--- config.mk ---
export PLATFORM = sky130hd
export DESIGN_NAME = hub75_bcm_driver
export DESIGN_NICKNAME = d
export VERILOG_FILES = /design/src/rtl/hub75_bcm_driver.sv
export SDC_FILE = /design/constraint.sdc
export NUM_CORES = 1
export LEC_CHECK = 0
export CAP_MARGIN = 30
export CORE_MARGIN = 2
export CORE_UTILIZATION = 42
export DETAILED_ROUTE_END_ITERATION = 16
export PLACE_DENSITY = 0.72
export SETUP_SLACK_MARGIN = 0.5
export SLEW_MARGIN = 20
export SYNTH_ARGS = -nofsm -noshare
export SYNTH_HDL_FRONTEND = slang
export SYNTH_SLANG_ARGS = --single-unit
--- constraint.sdc ---
create_clock -name clk_in -period 4.75 [get_ports clk_in]
set_clock_uncertainty 0.05 [all_clocks]
set_input_delay 0.7125 -clock clk_in [delete_from_list [all_inputs] [get_ports clk_in]]
set_output_delay 0.7125 -clock clk_in [all_outputs]
set_load 0.005 [all_outputs]
--- src/rtl/hub75_bcm_driver.sv ---
// HUB75 panel scanner: shifts one bit-plane per row, latches it, then shows it
// for a binary-weighted time. Define HUB75_BLANK_EN to add an OE-high gap before latch.
`timescale 1ns/1ps
module hub75_bcm_driver #(
    parameter int NUM_PIXELS      = 128,
    parameter int NUM_BLOCK_ROWS  = 16,
    parameter int COLOR_BITS      = 4,
    parameter int CLK_DIV         = 4,
    parameter int BASE_OE_CYCLES  = 8,
    parameter int LATCH_CYCLES    = 2,
    parameter int BLANK_CYCLES    = 4,
    localparam int LOG_ROWS       = $clog2(NUM_BLOCK_ROWS),
    localparam int PIXEL_SIZE     = 3 * COLOR_BITS,
    localparam int ADDR_W         = $clog2(NUM_BLOCK_ROWS * NUM_PIXELS)
) (
    input  logic                  clk_in,
    input  logic                  rst_in,
    input  logic                  enable,
    output logic [LOG_ROWS-1:0]   addr,
    output logic                  output_enable,
    output logic                  latch,
    output logic                  clk_drive,
    output logic [2:0]            rgb0,
    output logic [2:0]            rgb1,
    output logic                  pixel_rd_en,
    output logic [ADDR_W-1:0]     pixel_address,
    input  logic [PIXEL_SIZE-1:0] row_0_pixel_data,
    input  logic [PIXEL_SIZE-1:0] row_1_pixel_data,
    output logic                  frame_done
);

    localparam int HALF   = CLK_DIV / 2;
    localparam int DW     = $clog2(CLK_DIV);
    localparam int CLW    = $clog2(NUM_PIXELS + 1);
    localparam int PW     = (COLOR_BITS > 1) ? $clog2(COLOR_BITS) : 1;
    localparam int OE_MAX = BASE_OE_CYCLES << (COLOR_BITS - 1);
    localparam int CW     = $clog2(OE_MAX + LATCH_CYCLES + BLANK_CYCLES + 1);

    typedef enum logic [2:0] {
        IDLE,
        SHIFT,
        BLANK,
        LATCH,
        DISPLAY
    } state_t;

    state_t              state;
    logic [LOG_ROWS-1:0] row;
    logic [PW-1:0]       plane;
    logic [CLW-1:0]      col;
    logic [CLW-1:0]      rd_col;
    logic [DW-1:0]       div_cnt;
    logic [DW-1:0]       div_nxt;
    logic [CW-1:0]       cnt;
    logic                prime;
    logic                rd_q;
    logic                run_nxt;
    logic                rd_set;
    logic [COLOR_BITS-1:0] sel;
    logic [2:0]          bits0;
    logic [2:0]          bits1;

    function automatic logic [ADDR_W-1:0] row_base(input logic [LOG_ROWS-1:0] r);
        return ADDR_W'(r) * ADDR_W'(NUM_PIXELS);
    endfunction

    // Column c+1 is read during period c so its data lands exactly at the
    // period boundary; column 0 is fetched in a short lead-in with clock low.
    always_comb begin
        run_nxt = !prime || rd_q;
        div_nxt = '0;
        if (!prime && div_cnt != DW'(CLK_DIV - 1))
            div_nxt = div_cnt + 1'b1;
        rd_set = (state == SHIFT) && (rd_col != CLW'(NUM_PIXELS)) &&
                 ((prime && rd_col == '0) ||
                  (run_nxt && div_nxt == DW'(CLK_DIV - 2)));
        sel   = COLOR_BITS'(1) << plane;
        bits0 = {|(row_0_pixel_data[3*COLOR_BITS-1:2*COLOR_BITS] & sel),
                 |(row_0_pixel_data[2*COLOR_BITS-1:COLOR_BITS] & sel),
                 |(row_0_pixel_data[COLOR_BITS-1:0] & sel)};
        bits1 = {|(row_1_pixel_data[3*COLOR_BITS-1:2*COLOR_BITS] & sel),
                 |(row_1_pixel_data[2*COLOR_BITS-1:COLOR_BITS] & sel),
                 |(row_1_pixel_data[COLOR_BITS-1:0] & sel)};
    end

    always_ff @(posedge clk_in) begin
        if (rst_in) begin
            state         <= IDLE;
            row           <= '0;
            plane         <= '0;
            col           <= '0;
            rd_col        <= '0;
            div_cnt       <= '0;
            cnt           <= '0;
            prime         <= 1'b0;
            rd_q          <= 1'b0;
            addr          <= '0;
            output_enable <= 1'b1;
            latch         <= 1'b0;
            clk_drive     <= 1'b0;
            rgb0          <= '0;
            rgb1          <= '0;
            pixel_rd_en   <= 1'b0;
            pixel_address <= '0;
            frame_done    <= 1'b0;
        end else begin
            pixel_rd_en <= 1'b0;
            frame_done  <= 1'b0;
            rd_q        <= pixel_rd_en;
            if (rd_q) begin
                rgb0 <= bits0;
                rgb1 <= bits1;
            end
            if (rd_set) begin
                pixel_rd_en   <= 1'b1;
                pixel_address <= row_base(row) + ADDR_W'(rd_col);
                rd_col        <= rd_col + 1'b1;
            end

            unique case (state)
                IDLE: begin
                    output_enable <= 1'b1;
                    if (enable) begin
                        state <= SHIFT;
                        prime <= 1'b1;
                    end
                end

                SHIFT: begin
                    clk_drive <= !prime && (div_nxt >= DW'(HALF));
                    if (prime) begin
                        if (rd_q)
                            prime <= 1'b0;
                    end else if (div_cnt == DW'(CLK_DIV - 1)) begin
                        div_cnt <= '0;
                        if (col == CLW'(NUM_PIXELS - 1)) begin
                            col    <= '0;
                            rd_col <= '0;
                            addr   <= row;
`ifdef HUB75_BLANK_EN
                            state  <= BLANK;
                            cnt    <= CW'(BLANK_CYCLES);
`else
                            state  <= LATCH;
                            latch  <= 1'b1;
                            cnt    <= CW'(LATCH_CYCLES);
`endif
                        end else begin
                            col <= col + 1'b1;
                        end
                    end else begin
                        div_cnt <= div_cnt + 1'b1;
                    end
                end

                BLANK: begin
                    if (cnt == CW'(1)) begin
                        state <= LATCH;
                        latch <= 1'b1;
                        cnt   <= CW'(LATCH_CYCLES);
                    end else begin
                        cnt <= cnt - 1'b1;
                    end
                end

                LATCH: begin
                    if (cnt == CW'(1)) begin
                        state         <= DISPLAY;
                        latch         <= 1'b0;
                        output_enable <= 1'b0;
                        cnt           <= CW'(BASE_OE_CYCLES) << plane;
                    end else begin
                        cnt <= cnt - 1'b1;
                    end
                end

                DISPLAY: begin
                    // OE rises one cycle before leaving so the low time is exact
                    if (cnt == CW'(1)) begin
                        output_enable <= 1'b1;
                        cnt           <= '0;
                    end else if (cnt != '0) begin
                        cnt <= cnt - 1'b1;
                    end else if (plane != PW'(COLOR_BITS - 1)) begin
                        plane <= plane + 1'b1;
                        state <= SHIFT;
                        prime <= 1'b1;
                    end else if (row != LOG_ROWS'(NUM_BLOCK_ROWS - 1)) begin
                        plane <= '0;
                        row   <= row + 1'b1;
                        state <= SHIFT;
                        prime <= 1'b1;
                    end else begin
                        plane      <= '0;
                        row        <= '0;
                        frame_done <= 1'b1;
                        state      <= IDLE;
                    end
                end

                default: state <= IDLE;
            endcase
        end
    end

endmodule
==> impl_metrics.env <==
export IMPL_crit_chain="nor3b_4 -> o21ai_1 -> or3_1 -> buf_8 -> or4_1 -> a21oi_1"
export IMPL_final_util=0.535
export IMPL_reg2reg_from="state[0]"
export IMPL_finalSetupViolations=0
export IMPL_setup_ws_ns=2.13
export IMPL_stdcell_count=506
export IMPL_viasPerCell=5.29
export IMPL_clockBufferDepth=2
export IMPL_min_period_ns=2.62
export IMPL_fin_crit_sh=0.552
export IMPL_power_density_nw_per_um2=397
export IMPL_drt_first_pass_iters=4
export IMPL_synth_area_leader_cell="dfxtp_1"
export IMPL_yosys_warnings=0
export IMPL_h_tree_depth=3
export IMPL_hold_class="register to register"
export IMPL_final_cell_area_um2=3860
export IMPL_antenna_cells=0
export IMPL_final_setup_tns_ns=0
export IMPL_insertion_delay_ns=0.34
export IMPL_worstHoldStart="pixel_rd_en"
export IMPL_rsz0062_at_grt="no"
export IMPL_ir_drop_uv=351
export IMPL_fin_total_pwr_mw=1.53
export IMPL_place_ws_ns=1.94
export IMPL_syn_num_nets=398
export IMPL_grt_max_degree=53
export IMPL_grt_pass1_vias=2540
export IMPL_fmax_mhz=381
export IMPL_drtIter0Drc=101
export IMPL_nNetsFinal=442
export IMPL_path_max_fanout=21
export IMPL_syn_area_per_cell_um2=8.65
export IMPL_holdPathEnd="rd_q"
export IMPL_reg2regPathDepth=6
export IMPL_worstPathRequired_ns=4.98
export IMPL_core_area_um2=7210
export IMPL_ys_seq_area_frac=0.401
export IMPL_maxSlewViolCount=0
export IMPL_post_cts_buffers=0
export IMPL_worst_pin_slew_ns=0.928
export IMPL_die_area_um2=8080
export IMPL_synthesis_area_um2=3100
export IMPL_dpl_cell_count=489
export IMPL_layout_drive_gt1_share=0.0565
export IMPL_ant_nets=0
export IMPL_relSlewSlack=0.381
export IMPL_yosysMostFrequentCell="dfxtp_1"
export IMPL_synth_top_area_share=0.401
export IMPL_syn2layout_area_growth_pct=24.6
export IMPL_num_vias=2678
export IMPL_synth_common_cells="62 x dfxtp_1, 51 x nor2_1, 23 x a21oi_1"
export IMPL_clk_pin_slew_worst_paths_ns=0.08
export IMPL_antenna_found_initial=0
export IMPL_std_cell_rows=31
export IMPL_synth_area_top_cells="dfxtp_1 40%, nor2_1 6.2%, mux2i_1 6.1%"
export IMPL_initial_core_util=0.429
export IMPL_placed_area_um2=3650
export IMPL_cp_arrival_ns=2.85
export IMPL_cpPeakStageDelay_ns=0.68
export IMPL_yosysUniqueCellTypes=53
export IMPL_hold_buffers=0
export IMPL_r2r_end="rd_col[5]"
export IMPL_fin_hold_ws_ns=0.417
export IMPL_fp_dieH_um=89.9
export IMPL_drv_cap=0
export IMPL_end_kind="register"
export IMPL_cts_root_buf="clkbuf_8"
export IMPL_cts_resized=0
export IMPL_synth_seq_cells=62
export IMPL_rrSetupSlack_ns=2.13
export IMPL_die_w_um=89.9
export IMPL_status="finished, final reports clean"
export IMPL_leakage_nw=1.47
export IMPL_hpwlAfterDp_um=4680
export IMPL_wl_per_cell_um=13.2
export IMPL_cts_tree="done"
export IMPL_worstSetupPathType="register to register"
export IMPL_timing_final_hold_violations=0
export IMPL_cts_buffers=9
export IMPL_io_pins=53
export IMPL_min_path_cells=1
export IMPL_wl_um=6670
export IMPL_grt_first_pass_wirelength_um=11400
export IMPL_critPathSlowestCell="dfxtp_1"
export IMPL_place_congestion=0.842
export IMPL_overflow=0
export IMPL_synthCells=358
export IMPL_grt_util_all_layers=0.171
export IMPL_start_kind="register"
export IMPL_synth_edf_count=0
export IMPL_port_buffers=52
export IMPL_async_reset_ff_frac=0
export IMPL_drc=0
export IMPL_synth_ff_type="dfxtp_1"
export IMPL_cts_sinks=62
[worst max-delay path: cells and delay by family (launching register included)]
family / cells / cell delay, ns
AOI/OAI and AO/OA: 2 / 0.26
buffers and inverters: 1 / 0.22
DFF: 1 / 0.68
and+or+nand+nor: 3 / 1.35
[cell type report]
| class | instances | area (um2) |
|---|---|---|
| clock buffers | 9 | 124 |
| clock inverters | 7 | 72.6 |
| fillers | 676 | 3350 |
| inverters | 12 | 45.0 |
| multi-input cells | 264 | 1720 |
| flip-flops and latches | 62 | 1240 |
| well taps | 99 | 124 |
| repair buffers | 53 | 531 |
[sequential cells by signal, indices dropped and copies added (netlist names), 3 cells and up]
signal,count
pixel_address,11
rd_col,8
col,8
state,3
cnt,7
rgb1,3
addr,4
rgb0,3
row,4
[power by group]
part	total [mW]	switching, mW	leakage [nW]	internal [mW]
logic	0.436	0.230	0.877	0.207
clock network	0.459	0.217	0.0956	0.243
registers	0.638	0.0726	0.502	0.565
total	1.53	0.519	1.47	1.01
[placed cells by master (no fill, tap or decap), drive strengths merged, types with 2 or more instances in the layout]
| cell type | n |
|---|---|
| nor2b | 7 |
| nor3 | 12 |
| a21oi | 23 |
| clkinvlp | 2 |
| nor3b | 6 |
| o31ai | 2 |
| buf | 2 |
| nor2 | 51 |
| clkdlybuf4s50 | 51 |
| nand2b | 4 |
| o311ai | 2 |
| or4 | 3 |
| or3b | 2 |
| a311oi | 7 |
| a31oi | 3 |
| nand2 | 17 |
| clkinv | 3 |
| o22ai | 5 |
| xor2 | 8 |
| or3 | 9 |
| o21ai | 8 |
| and3 | 3 |
| mux2 | 2 |
| mux2i | 19 |
| nor4 | 3 |
| nand4 | 10 |
| nand3b | 3 |
| dfxtp | 62 |
| ha | 13 |
| or2 | 2 |
| inv | 13 |
| nand3 | 9 |
| xnor2 | 6 |
| a22oi | 12 |
| clkbuf | 9 |
[how the worst max path moves through the flow]
| stage | endpoint | slack [ns] | from |
|---|---|---|---|
| 3_3_place_gp | rd_col[5] | 2.00 | state[0] |
| 4_1_cts | rd_col[5] | 1.93 | state[0] |
| 3_5_place_dp | rd_col[5] | 1.94 | state[0] |
| 5_1_grt | rd_col[5] | 1.94 | state[0] |
| 6_report | rd_col[5] | 2.13 | state[0] |
| 2_1_floorplan | rd_col[4] | 2.69 | div_cnt[0] |
[cell families (layout without fill, tap and decap cells)]
| group | count (synthesis) | count (layout) | share of synthesized area |
|---|---|---|---|
| simple gates | 143 | 143 | 0.239 |
| mux | 21 | 21 | 0.0687 |
| buf+inv | 32 | 81 | 0.0428 |
| compound gates | 73 | 73 | 0.157 |
| fa+ha+maj | 13 | 13 | 0.0525 |
| flops | 62 | 62 | 0.401 |
| xor+xnor | 14 | 14 | 0.0396 |
[layer usage]
metal / wire length [um] / part of all wire / GRT usage / up-vias
met5: 0 / 0 / 0 / -
met4: 63 / 0.0094 / 0.0590 / 0
met3: 318 / 0.048 / 0.0528 / 6
met2: 3320 / 0.50 / 0.297 / 48
met1: 2970 / 0.44 / 0.201 / 1243
li1: - / - / - / 1381
Power figures use the tool's default switching activity.
